<file path="src/rtl/hazard_unit.sv">
// Hazard detection and EX-stage forwarding select generation for a 5-stage pipe.
// Tracks the EX/MEM/WB writers, raises load-use stalls and holds EX for multi-cycle multiplies.

module hazard_fwd_sel (
  input  logic       en,
  input  logic [4:0] src,
  input  logic       mem_wr,
  input  logic [4:0] mem_dst,
  input  logic       wb_wr,
  input  logic [4:0] wb_dst,
  output logic [1:0] sel
);
  always_comb begin
    sel = 2'b00;
    if (en && src != 5'd0) begin
      if (mem_wr && mem_dst == src)     sel = 2'b01;
      else if (wb_wr && wb_dst == src)  sel = 2'b10;
    end
  end
endmodule

module hazard_unit #(
  parameter int MUL_LAT = 4
) (
  input  logic       clk,
  input  logic       reset,
  input  logic       id_valid,
  input  logic [4:0] id_rs,
  input  logic [4:0] id_rt,
  input  logic       id_uses_rs,
  input  logic       id_uses_rt,
  input  logic [4:0] id_dst,
  input  logic       id_reg_we,
  input  logic       id_load,
  input  logic       id_mul,
  input  logic       flush,
  output logic       stall_if_id,
  output logic       ex_hold,
  output logic       bubble_mem,
  output logic [1:0] op_a_sel,
  output logic [1:0] op_b_sel
);
  localparam int STAGES  = 2;
  localparam int NUM_OPS = 2;

  typedef enum logic [1:0] {RUN, LOAD_STALL, MUL_BUSY} state_t;

  state_t state, state_nx;
  logic [3:0] cnt, cnt_nx;
  logic flush_pend, pend_nx;

  // vld_pipe[0] = EX, [1] = MEM, [2] = WB
  logic [STAGES:0] vld_pipe;
  logic [4:0] ex_rs, ex_rt, ex_dst, mem_dst, wb_dst;
  logic ex_uses_rs, ex_uses_rt, ex_we, ex_load, ex_mul, mem_we, wb_we;

  logic loaduse, ex_take, mul_in_ex;

  assign mul_in_ex = vld_pipe[0] & ex_mul;
  assign loaduse = id_valid & vld_pipe[0] & ex_load & ex_we & (ex_dst != 5'd0) &
                   ((id_uses_rs & (id_rs == ex_dst)) | (id_uses_rt & (id_rt == ex_dst)));

  logic [NUM_OPS-1:0][4:0] ex_src;
  logic [NUM_OPS-1:0]      ex_use;
  logic [NUM_OPS-1:0][1:0] fwd_sel;

  assign ex_src = {ex_rt, ex_rs};
  assign ex_use = {ex_uses_rt, ex_uses_rs};

  for (genvar g = 0; g < NUM_OPS; g++) begin : g_op
    hazard_fwd_sel u_sel (
      .en      (vld_pipe[0] & ex_use[g]),
      .src     (ex_src[g]),
      .mem_wr  (vld_pipe[1] & mem_we),
      .mem_dst (mem_dst),
      .wb_wr   (vld_pipe[2] & wb_we),
      .wb_dst  (wb_dst),
      .sel     (fwd_sel[g])
    );
  end

  assign op_a_sel = fwd_sel[0];
  assign op_b_sel = fwd_sel[1];

  always_ff @(posedge clk) begin
    if (reset) begin
      state      <= RUN;
      cnt        <= '0;
      flush_pend <= 1'b0;
    end else begin
      state      <= state_nx;
      cnt        <= cnt_nx;
      flush_pend <= pend_nx;
    end
  end

  // LOAD_STALL has no behaviour of its own: EX already holds the bubble, so it runs as RUN.
  always_comb begin
    state_nx    = state;
    cnt_nx      = cnt;
    pend_nx     = flush_pend;
    stall_if_id = 1'b0;
    ex_hold     = 1'b0;
    bubble_mem  = 1'b0;
    ex_take     = 1'b0;
    case (state)
      MUL_BUSY: begin
        stall_if_id = mul_in_ex;
        ex_hold     = mul_in_ex;
        bubble_mem  = mul_in_ex;
        cnt_nx      = cnt - 4'd1;
        if (cnt == 4'd1) state_nx = RUN;
        if (flush)       pend_nx  = 1'b1;
      end
      default: begin
        state_nx = RUN;
        pend_nx  = 1'b0;
        if (!(flush || flush_pend)) begin
          if (loaduse) begin
            stall_if_id = 1'b1;
            state_nx    = LOAD_STALL;
          end else begin
            ex_take = 1'b1;
            if (id_valid && id_mul) begin
              cnt_nx   = 4'(MUL_LAT - 1);
              state_nx = MUL_BUSY;
            end
          end
        end
      end
    endcase
  end

  always_ff @(posedge clk) begin
    if (reset) begin
      vld_pipe   <= '0;
      ex_rs      <= '0;
      ex_rt      <= '0;
      ex_dst     <= '0;
      ex_uses_rs <= 1'b0;
      ex_uses_rt <= 1'b0;
      ex_we      <= 1'b0;
      ex_load    <= 1'b0;
      ex_mul     <= 1'b0;
      mem_dst    <= '0;
      mem_we     <= 1'b0;
      wb_dst     <= '0;
      wb_we      <= 1'b0;
    end else begin
      vld_pipe[2] <= vld_pipe[1];
      wb_dst      <= mem_dst;
      wb_we       <= mem_we;
      if (bubble_mem) begin
        vld_pipe[1] <= 1'b0;
        mem_we      <= 1'b0;
      end else begin
        vld_pipe[1] <= vld_pipe[0];
        mem_dst     <= ex_dst;
        mem_we      <= ex_we;
      end
      if (ex_take) begin
        vld_pipe[0] <= id_valid;
        ex_rs       <= id_rs;
        ex_rt       <= id_rt;
        ex_dst      <= id_dst;
        ex_uses_rs  <= id_uses_rs;
        ex_uses_rt  <= id_uses_rt;
        ex_we       <= id_reg_we;
        ex_load     <= id_load;
        ex_mul      <= id_mul;
      end else if (!ex_hold) begin
        vld_pipe[0] <= 1'b0;
        ex_uses_rs  <= 1'b0;
        ex_uses_rt  <= 1'b0;
        ex_we       <= 1'b0;
        ex_load     <= 1'b0;
        ex_mul      <= 1'b0;
      end
    end
  end
endmodule

</file>
<file path="config.mk">
export PLATFORM = sky130hd
export DESIGN_NAME = hazard_unit
export DESIGN_NICKNAME = d
export VERILOG_FILES = /design/src/rtl/hazard_unit.sv
export SDC_FILE = /design/constraint.sdc
export NUM_CORES = 1
export LEC_CHECK = 0
export ABC_AREA = 1
export CORE_MARGIN = 10
export CORE_UTILIZATION = 58
export DETAILED_ROUTE_END_ITERATION = 6
export PLACE_DENSITY = 0.86
export SETUP_SLACK_MARGIN = 0.4
export SLEW_MARGIN = 30
export SYNTH_ARGS = -nofsm -noshare
export SYNTH_HDL_FRONTEND = slang
export SYNTH_HIERARCHICAL = 1
export SYNTH_SLANG_ARGS = --single-unit
</file>
<file path="constraint.sdc">
create_clock -name clk -period 2.8 [get_ports clk]
set_clock_uncertainty 0.05 [all_clocks]
set_input_delay 0.7 -clock clk [delete_from_list [all_inputs] [get_ports clk]]
set_output_delay 0.7 -clock clk [all_outputs]
set_load 0.01 [all_outputs]
</file>
; Word level (Yosys, flattened, before mapping)
; Cells that the tools add are included.
[totals]
register_bits = 42
latch_bits = 0
mem_bits_rw = 0
romBits = 0
input_bits = 24
out_inout_bits = 7
wordCells = 89
n_memories = 0
[classes]
addsub = 1
multipliers = 0
div = 0
magnitude_cmp = 0
n_eq_ne = 12
shift = 0
muxes = 29
bitwise_logic = 14
reduce_logical = 15
[op_table]
columns = cell, n
row1 = 5-bit equality test, 6
row2 = 2-bit 2-to-1 mux, 11
row3 = 4-bit 2-to-1 mux, 4
row4 = 5-bit nonzero test, 3
row5 = 1-bit 2-to-1 mux, 14
row6 = 1-bit bitwise AND, 12
row7 = 1-bit logical AND, 7
row8 = "2-bit by 1-bit inequality test with 1-bit output, second input constant", 3
row9 = "4-bit by 1-bit equality test with 1-bit output, second input constant", 1
row10 = 2-bit OR reduction, 2
row11 = "4-bit by 1-bit subtractor with 4-bit output, second input constant", 1
row12 = 3-bit AND reduction, 1
row13 = "2-bit equality test, second input constant", 1
row14 = "2-bit inequality test, second input constant", 1
row15 = 2-bit nonzero test, 1
row16 = 1-bit logical OR, 1
row17 = 1-bit inverter, 1
row18 = 1-bit bitwise OR, 1

; Depth between registers and ports, before layout
; Gate-level depths: netlist (run 1).
[depth]
word_depth = 9
mapped_depth = 12
ltp_nobuf = 11

; Modules after synthesis
; Netlist (run 1), hierarchy kept.
[modules_own_cells]
columns = mod, instances, cells_per_inst, area_per_inst_um2, seq_area_each_um2
row1 = hazard_unit, 1, 250, 1769.2, 840.8
row2 = hazard_fwd_sel, 2, 48, 209.0, 0.0

; Worst setup path before layout (run 1)
; OpenSTA, ideal clock, no wires.
[synth_path]
path_kind = in2out
startpoint = input port flush
endpoint = output port stall_if_id
t_arrival_ns = 1.290
required_time_ns = 2.050
slack_ns = 0.760
path_stages = 5
path_buffers = 0
cell_sequence = nor2_1 inv_1 nor2_1 nand3_1 nand2_1
[synth_between]
elab_chain_len = 3
[synth_rtl]
columns = item, line_no
row1 = start: declaration, 36  ; input logic flush,
row2 = 1-bit logical OR, 118  ; if (!(flush || flush_pend)) begin
row3 = 1-bit 2-to-1 mux, 118
row4 = 1-bit 2-to-1 mux, 106  ; case (state)
row5 = end: declaration, 37  ; output logic stall_if_id,
; Every way passes these cells.

; Final worst setup path (run 1)
[layout_path]
startpoint = input port id_valid
endpoint = output port stall_if_id
[layout_between]
elab_chain_len = 8
[layout_rtl]
columns = item, line_no
row1 = start: declaration, 27  ; input logic id_valid,
row2 = 1-bit bitwise AND (5 in a row), 60  ; assign loaduse = id_valid & vld_pipe[0] & ex_load & ex_we & (ex_dst != 5'd0) &
row3 = 1-bit 2-to-1 mux, 119  ; if (loaduse) begin
row4 = 1-bit 2-to-1 mux, 118
row5 = 1-bit 2-to-1 mux, 106
; Every way passes these cells.

==> summary.md, run 1 <==
| Metric | Value |
|---|---|
| Status | `finished, final reports clean` |
| Detailed Routing Iterations Pass 1 | `4` |
| Final wirelength | `5.30 mm` |
| Synthesis-to-finish area growth | `22.3%` |
| PnR Total Power | `0.00129 W` |
| Yosys reg bits | `42` |
| VDD IR max | `0.417 mV` |
| Via Count | `2187` |
| Hold Vio Cnt, Final | `0` |
| Non-filler cells, final | `434` |
| Layout cell share with drive strength beyond 1 | `0.210` |
| Gate Count Post-Synth | `346` |
| Die width | `81.4 µm` |
| Most frequent cell after synthesis | `nand2_1` |
| Initial antenna violation count | `0` |
| Setup TNS | `0 ns` |
| GPL Wtd Cong | `0.870` |
| Synth top area cells | `dfxtp_1 (38%), nand2_1 (15%), nor2_1 (11%)` |
| Fin. max-slew vios | `0` |
| N_diodes | `0` |
| Crit end category | `output port` |
| Crit-path max FO | `3` |
| EDFF count, synth | `0` |
| Largest net degree at the start of global routing | `26` |
| Top cell type's share of synthesized area | `0.384` |
| Tot GR Track Use | `0.164` |
| Syn Nets | `372` |
| HP Class | `reg -> reg` |
| Core ar. | `3660 µm²` |
| Max Clk Rate | `0.419 GHz` |
| CTS clock-pin slew for the worst setup and hold paths | `0.07 ns` |
| Final Cell Area | `2670 µm²` |
| Synthesis Warnings | `6` |
| Cell Area, Placed | `2540 µm²` |
| Number of global-route vias before repair | `2042` |
| CTS HTree Levels | `2` |
| Clk buf depth | `2` |
| Iter 0 DRT Violations | `111` |
| CTS root buf | `clkbuf_8` |
| DP Cell Count | `422` |
| Drt wl/cell | `12.2 µm` |
| Post-synth top cells | `nand2_1 (87), nor2_1 (66), inv_1 (44), dfxtp_1 (42), o21ai_0 (22)` |
| CTS tree | `yes` |
| Routed Antenna Nets | `0` |
| Die Height | `81.4 µm` |
| I/O pins | `31` |
| Fin util | `0.730` |
| Rel. slew slack | `0.579` |
| Mean Syn Cell Area | `6.32 µm²` |
| CP arrival | `1.63 ns` |
| Synth unique cells | `23` |
| Setup violations, final | `0` |
| CP Data Required Time | `2.05 ns` |
| Tmin final | `2.38 ns` |
| RSZ-0062 raised after global routing | `no` |
| Die area | `6630 µm²` |
| Max_cap viols | `0` |
| Reg2Reg Depth | `11` |
| Hold Path Stages | `2` |
| Ys flop type | `dfxtp_1` |
| Row count | `22` |
| Power Density | `484 nW/µm²` |
| Number of buffers inserted by hold repair at cts | `0` |
| Startpoint types | `input port` |
| Initial Util | `0.597` |
| Total CTS buffers | `5` |
| Asr flop ratio synth | `0` |
| Total congestion overflow | `0` |
| Post-route DRC | `0` |
| CP Class | `in -> out` |
| Clk_lat worst skew | `0.30 ns` |
| Sink Count | `42` |
| Hpwl dp | `3.88 mm` |
| DR vias/cell | `5.04` |
| I/O Buffers | `30` |
| Worst-margin pin slew | `0.630 ns` |
| First-pass GRT wire length | `8.68 mm` |
| Final nets | `411` |
| Leak Pwr | `1.30 nW` |
| Mapped cell area | `2190 µm²` |
| Sequential element share of the synthesized area | `0.384` |
| Synth area leader | `dfxtp_1` |
| Final period util | `0.851` |
==> cell type report <==
class	count	area [µm²]
Clock buffer	6	82.6
Clock inverter	2	12.5
Fill cell	302	987
Inverter	56	210
Multi-Input combinational cell	239	1120
Sequential cell	42	856
Tap cell	48	60.1
Timing Repair Buffer	41	337
==> cells by family (layout without fill, tap and decap cells) <==
family / count (synthesis) / after routing / share of synthesized area
xor+xnor: 4 / 4 / 0.0160
flops: 42 / 42 / 0.384
fa+ha+maj: 2 / 2 / 0.0114
buf+inv: 65 / 105 / 0.124
simple gates: 186 / 186 / 0.357
compound gates: 47 / 47 / 0.108
==> report_power, final <==
part           switching (W)  internal, W
clock               0.000200     0.000198
combinational       0.000125    0.0000933
sequential         0.0000423     0.000635
==> layout by cell type, fill, tap and decap left out, drive strengths merged <==
| cell type | n |
|---|---|
| nand4 | 3 |
| and3 | 1 |
| o21ai | 31 |
| clkdlybuf4s15 | 2 |
| nor3 | 3 |
| nor2 | 77 |
| nand3 | 9 |
| buf | 12 |
| clkbuf | 15 |
| clkdlybuf4s50 | 10 |
| clkinvlp | 1 |
| clkinv | 1 |
| nor4 | 1 |
| a21oi | 16 |
| ha | 2 |
| dlygate4sd2 | 6 |
| dfxtp | 42 |
| inv | 56 |
| xnor2 | 4 |
| nand2 | 92 |
| dlymetal6s2s | 2 |
==> registers in the layout (all words and copies together), names as in the netlist <==
register,count
ex_uses_rt,1
ex_rt,5
ex_rs,5
state,2
wb_we,1
ex_mul,1
mem_we,1
wb_dst,5
cnt,4
ex_load,1
flush_pend,1
ex_we,1
ex_uses_rs,1
mem_dst,5
ex_dst,5
vld_pipe,3
==> critical path, stage by stage <==
cell and delay (ns):
dlygate4sd2_1 0.26, and3_1 0.20, nand3_1 0.09, inv_2 0.08
nand3_2 0.11, nand2_2 0.10, buf_6 0.10
==> stage by stage <==
step,setup WS (ns),hold WS (ns)
3_5_place_dp,-0.310,0.361
2_1_floorplan,0.760,0.353
6_report,0.416,0.372
4_1_cts,0.335,0.372
5_1_grt,0.345,0.397
3_3_place_gp,-0.287,0.361
==> final timing paths <==
check | slack [ns] | start | endpoint
hold reg to reg | 0.37 | vld_pipe[1]$_SDFF_PP0_ | vld_pipe[2]$_SDFF_PP0_
setup / recovery | 0.42 | id_valid | stall_if_id
hold / removal | 0.37 | vld_pipe[1]$_SDFF_PP0_ | vld_pipe[2]$_SDFF_PP0_
setup reg to reg | 0.84 | ex_dst[0]$_SDFFE_PP0P_ | ex_load$_SDFFE_PP0P_
==> metal layers <==
| metal | vias to the layer above | routed length [µm] | global-route usage |
|---|---|---|---|
| li1 | 1130 | - | - |
| met1 | 994 | 2190 | 0.176 |
| met2 | 48 | 2730 | 0.296 |
| met3 | 15 | 240 | 0.0442 |
| met4 | 0 | 137 | 0.0640 |
| met5 | - | 0 | 0 |
==> what timing repair did <==
action | CTS | global route
pin swaps | 3 | 13
gates resized for setup | 40 | 29
buffers inserted | 0 | 4
endpoints found under the setup margin | 7 | 3
No activity file was read; power rests on OpenSTA's default activity.
==> inputs of run 2 (changes only) <==
--- a/config.mk
+++ b/config.mk
@@ -6,10 +6,9 @@
 export NUM_CORES = 1
 export LEC_CHECK = 0
 export ABC_AREA = 1
-export CORE_MARGIN = 10
-export CORE_UTILIZATION = 58
+export CORE_UTILIZATION = 49
 export DETAILED_ROUTE_END_ITERATION = 6
-export PLACE_DENSITY = 0.86
+export PLACE_DENSITY = 0.78
 export SETUP_SLACK_MARGIN = 0.4
 export SLEW_MARGIN = 30
 export SYNTH_ARGS = -nofsm -noshare
==> constraint.sdc (replaced) <==
create_clock -name clk -period 2.1 [get_ports clk]
set_clock_uncertainty 0.05 [all_clocks]
set_input_delay 0.525 -clock clk [delete_from_list [all_inputs] [get_ports clk]]
set_output_delay 0.525 -clock clk [all_outputs]
set_load 0.01 [all_outputs]
==> run 2 against run 1 <==
  * Hold slack better by 0.012 ns
  * Setup slack worse by 0.36 ns
  * Final area up 15%
  * Wire length up 12%
  * Final cell count up 7.1%
  * Power up 40%
  * Register-to-register slack worse by 0.69 ns
  * Critical endpoint unchanged
  * Highest routed layer unchanged
==> summary.md, run 2 (synthesis results as in run 1) <==
| Metric | Value |
|---|---|
| Status | `finished, final reports clean` |
| First-pass GRT wire length | `9.17 mm` |
| Die area | `4730 µm²` |
| Tmin final | `2.05 ns` |
| Layout cell share with drive strength beyond 1 | `0.383` |
| Post-route DRC | `0` |
| I/O pins | `31` |
| Non-filler cells, final | `465` |
| Die width | `68.8 µm` |
| Routed Antenna Nets | `0` |
| Final nets | `440` |
| Die Height | `68.8 µm` |
| Power Density | `588 nW/µm²` |
| Final worst slack | `0.0530 ns` |
| Startpoint types | `flip-flop` |
| Initial Util | `0.528` |
| Core ar. | `4140 µm²` |
| Total CTS buffers | `5` |
| Critical Path Slowest Stage Cell | `dfxtp_4` |
| Rel. slew slack | `0.798` |
| Setup violations, final | `0` |
| Max_cap viols | `0` |
| CTS tree | `yes` |
| Crit-path cells | `inv_2 -> nand2_1 -> nand2_1 -> nor2_2 -> nand3_1 -> nand2_2 -> nand3_2 -> nand2_2 -> buf_6` |
| HP Class | `reg -> reg` |
| Number of buffers inserted by hold repair at cts | `0` |
| CP delay by family, top | `simple AND/OR/NAND/NOR gates` |
| DP Worst Slack | `-0.641 ns` |
| Crit-path max FO | `5` |
| VDD IR max | `0.359 mV` |
| CP arrival | `1.47 ns` |
| Final period util | `0.975` |
| Most frequent cells in the layout | `nand2_1 (77), nor2_1 (59), inv_1 (38)` |
| RSZ-0062 raised after global routing | `yes` |
| CP max stage delay | `0.39 ns` |
| CTS root buf | `clkbuf_8` |
| Total congestion overflow | `0` |
| Clk_lat worst skew | `0.29 ns` |
| Tot GR Track Use | `0.267` |
| CTS HTree Levels | `2` |
| Most common cell after layout, fill and taps aside | `nand2_1` |
| CP Class | `reg -> out` |
| Iter 0 DRT Violations | `78` |
| Final wirelength | `5.94 mm` |
| Leak Pwr | `1.46 nW` |
| Hold Vio Cnt, Final | `0` |
| Fin util | `0.742` |
| DP Cell Count | `438` |
| Setup TNS | `0 ns` |
| Row count | `23` |
| Synthesis-to-finish area growth | `40.6%` |
| I/O Buffers | `30` |
| N_diodes | `0` |
| Initial antenna violation count | `0` |
| Via Count | `2348` |
| CP Data Required Time | `1.52 ns` |
| GPL Wtd Cong | `0.842` |
| Fin. max-slew vios | `0` |
| Hpwl dp | `3.79 mm` |
| Number of global-route vias before repair | `2153` |
| Crit end category | `output port` |
| Buf+Inv Stages, Crit Path | `2` |
| Drt wl/cell | `12.8 µm` |
| Max Clk Rate | `0.489 GHz` |
| Clk buf depth | `2` |
| Largest net degree at the start of global routing | `26` |
| Detailed Routing Iterations Pass 1 | `4` |
| Sink Count | `42` |
| Worst-margin pin slew | `0.300 ns` |
| CTS clock-pin slew for the worst setup and hold paths | `0.07 ns` |
| DR vias/cell | `5.05` |
[run 2: repair_timing]
action	4_1_cts	5_1_grt
setup buffers	17	2
pin swaps	25	24
cloned	0	0
resized for setup	115	70
endpoints found under the setup margin	32	29
[run 2: per-stage QoR]
stage / hold WS [ns] / instance area, µm² / total power, W
floorplan: 0.353 / 2190 / 0.00110
global route: 0.407 / 3080 / 0.00190
finish: 0.384 / 3080 / 0.00181
detailed placement: 0.364 / 2660 / 0.00123
CTS: 0.375 / 2870 / 0.00177
global placement: 0.360 / 2660 / 0.00122
[run 2: area by class of cell]
type                       count  area [µm²]
tap                           50        62.6
sequential                    42         908
clock buffer                   7        86.3
clock inverter                 1        5.00
inverter                      56         225
timing repair buffer          70         583
fill                         324        1070
multi-input combinational    239        1200
[run 2: layer usage]
metal | vias to the layer above | wire length (µm) | GRT usage
li1 | 1187 | - | -
met1 | 1080 | 2560 | 0.316
met2 | 68 | 2970 | 0.463
met3 | 13 | 283 | 0.0510
met4 | 0 | 125 | 0.122
met5 | - | 0 | 0
[run 2: tightest hold or removal path, delay by kind of cell, from the launching register on]
| kind | cells | cell delay (ns) |
|---|---|---|
| flip-flops | 1 | 0.33 |
| buffers and inverters | 1 | 0.04 |
| AND/OR/NAND/NOR | 1 | 0.03 |
[run 2: where the power goes]
group / total [W] / leakage, nW / internal, W / switching, W
combinational: 0.000376 / 1.05 / 0.000176 / 0.000200
sequential: 0.000905 / 0.359 / 0.000844 / 0.0000612
clock: 0.000527 / 0.0482 / 0.000265 / 0.000262
[run 2: path summary, 6_finish.rpt]
check | from | slack, ns | endpoint | depth (start not counted)
max | ex_dst[4]$_SDFFE_PP0P_ | 0.05 | stall_if_id | 9
min | mem_we$_SDFF_PP0_ | 0.38 | wb_we$_SDFF_PP0_ | 2
max reg2reg | ex_dst[4]$_SDFFE_PP0P_ | 0.15 | state[0]$_SDFFE_PP0P_ | 15
min reg2reg | mem_we$_SDFF_PP0_ | 0.38 | wb_we$_SDFF_PP0_ | 2
==> inputs of run 3 (changes only) <==
--- a/config.mk
+++ b/config.mk
@@ -6,6 +6,7 @@
 export NUM_CORES = 1
 export LEC_CHECK = 0
 export ABC_AREA = 1
+export CAP_MARGIN = 25
 export CORE_UTILIZATION = 49
 export DETAILED_ROUTE_END_ITERATION = 6
 export PLACE_DENSITY = 0.78
==> results of run 3 <==
Final layout, timing and power as in run 2 (identical DEF).
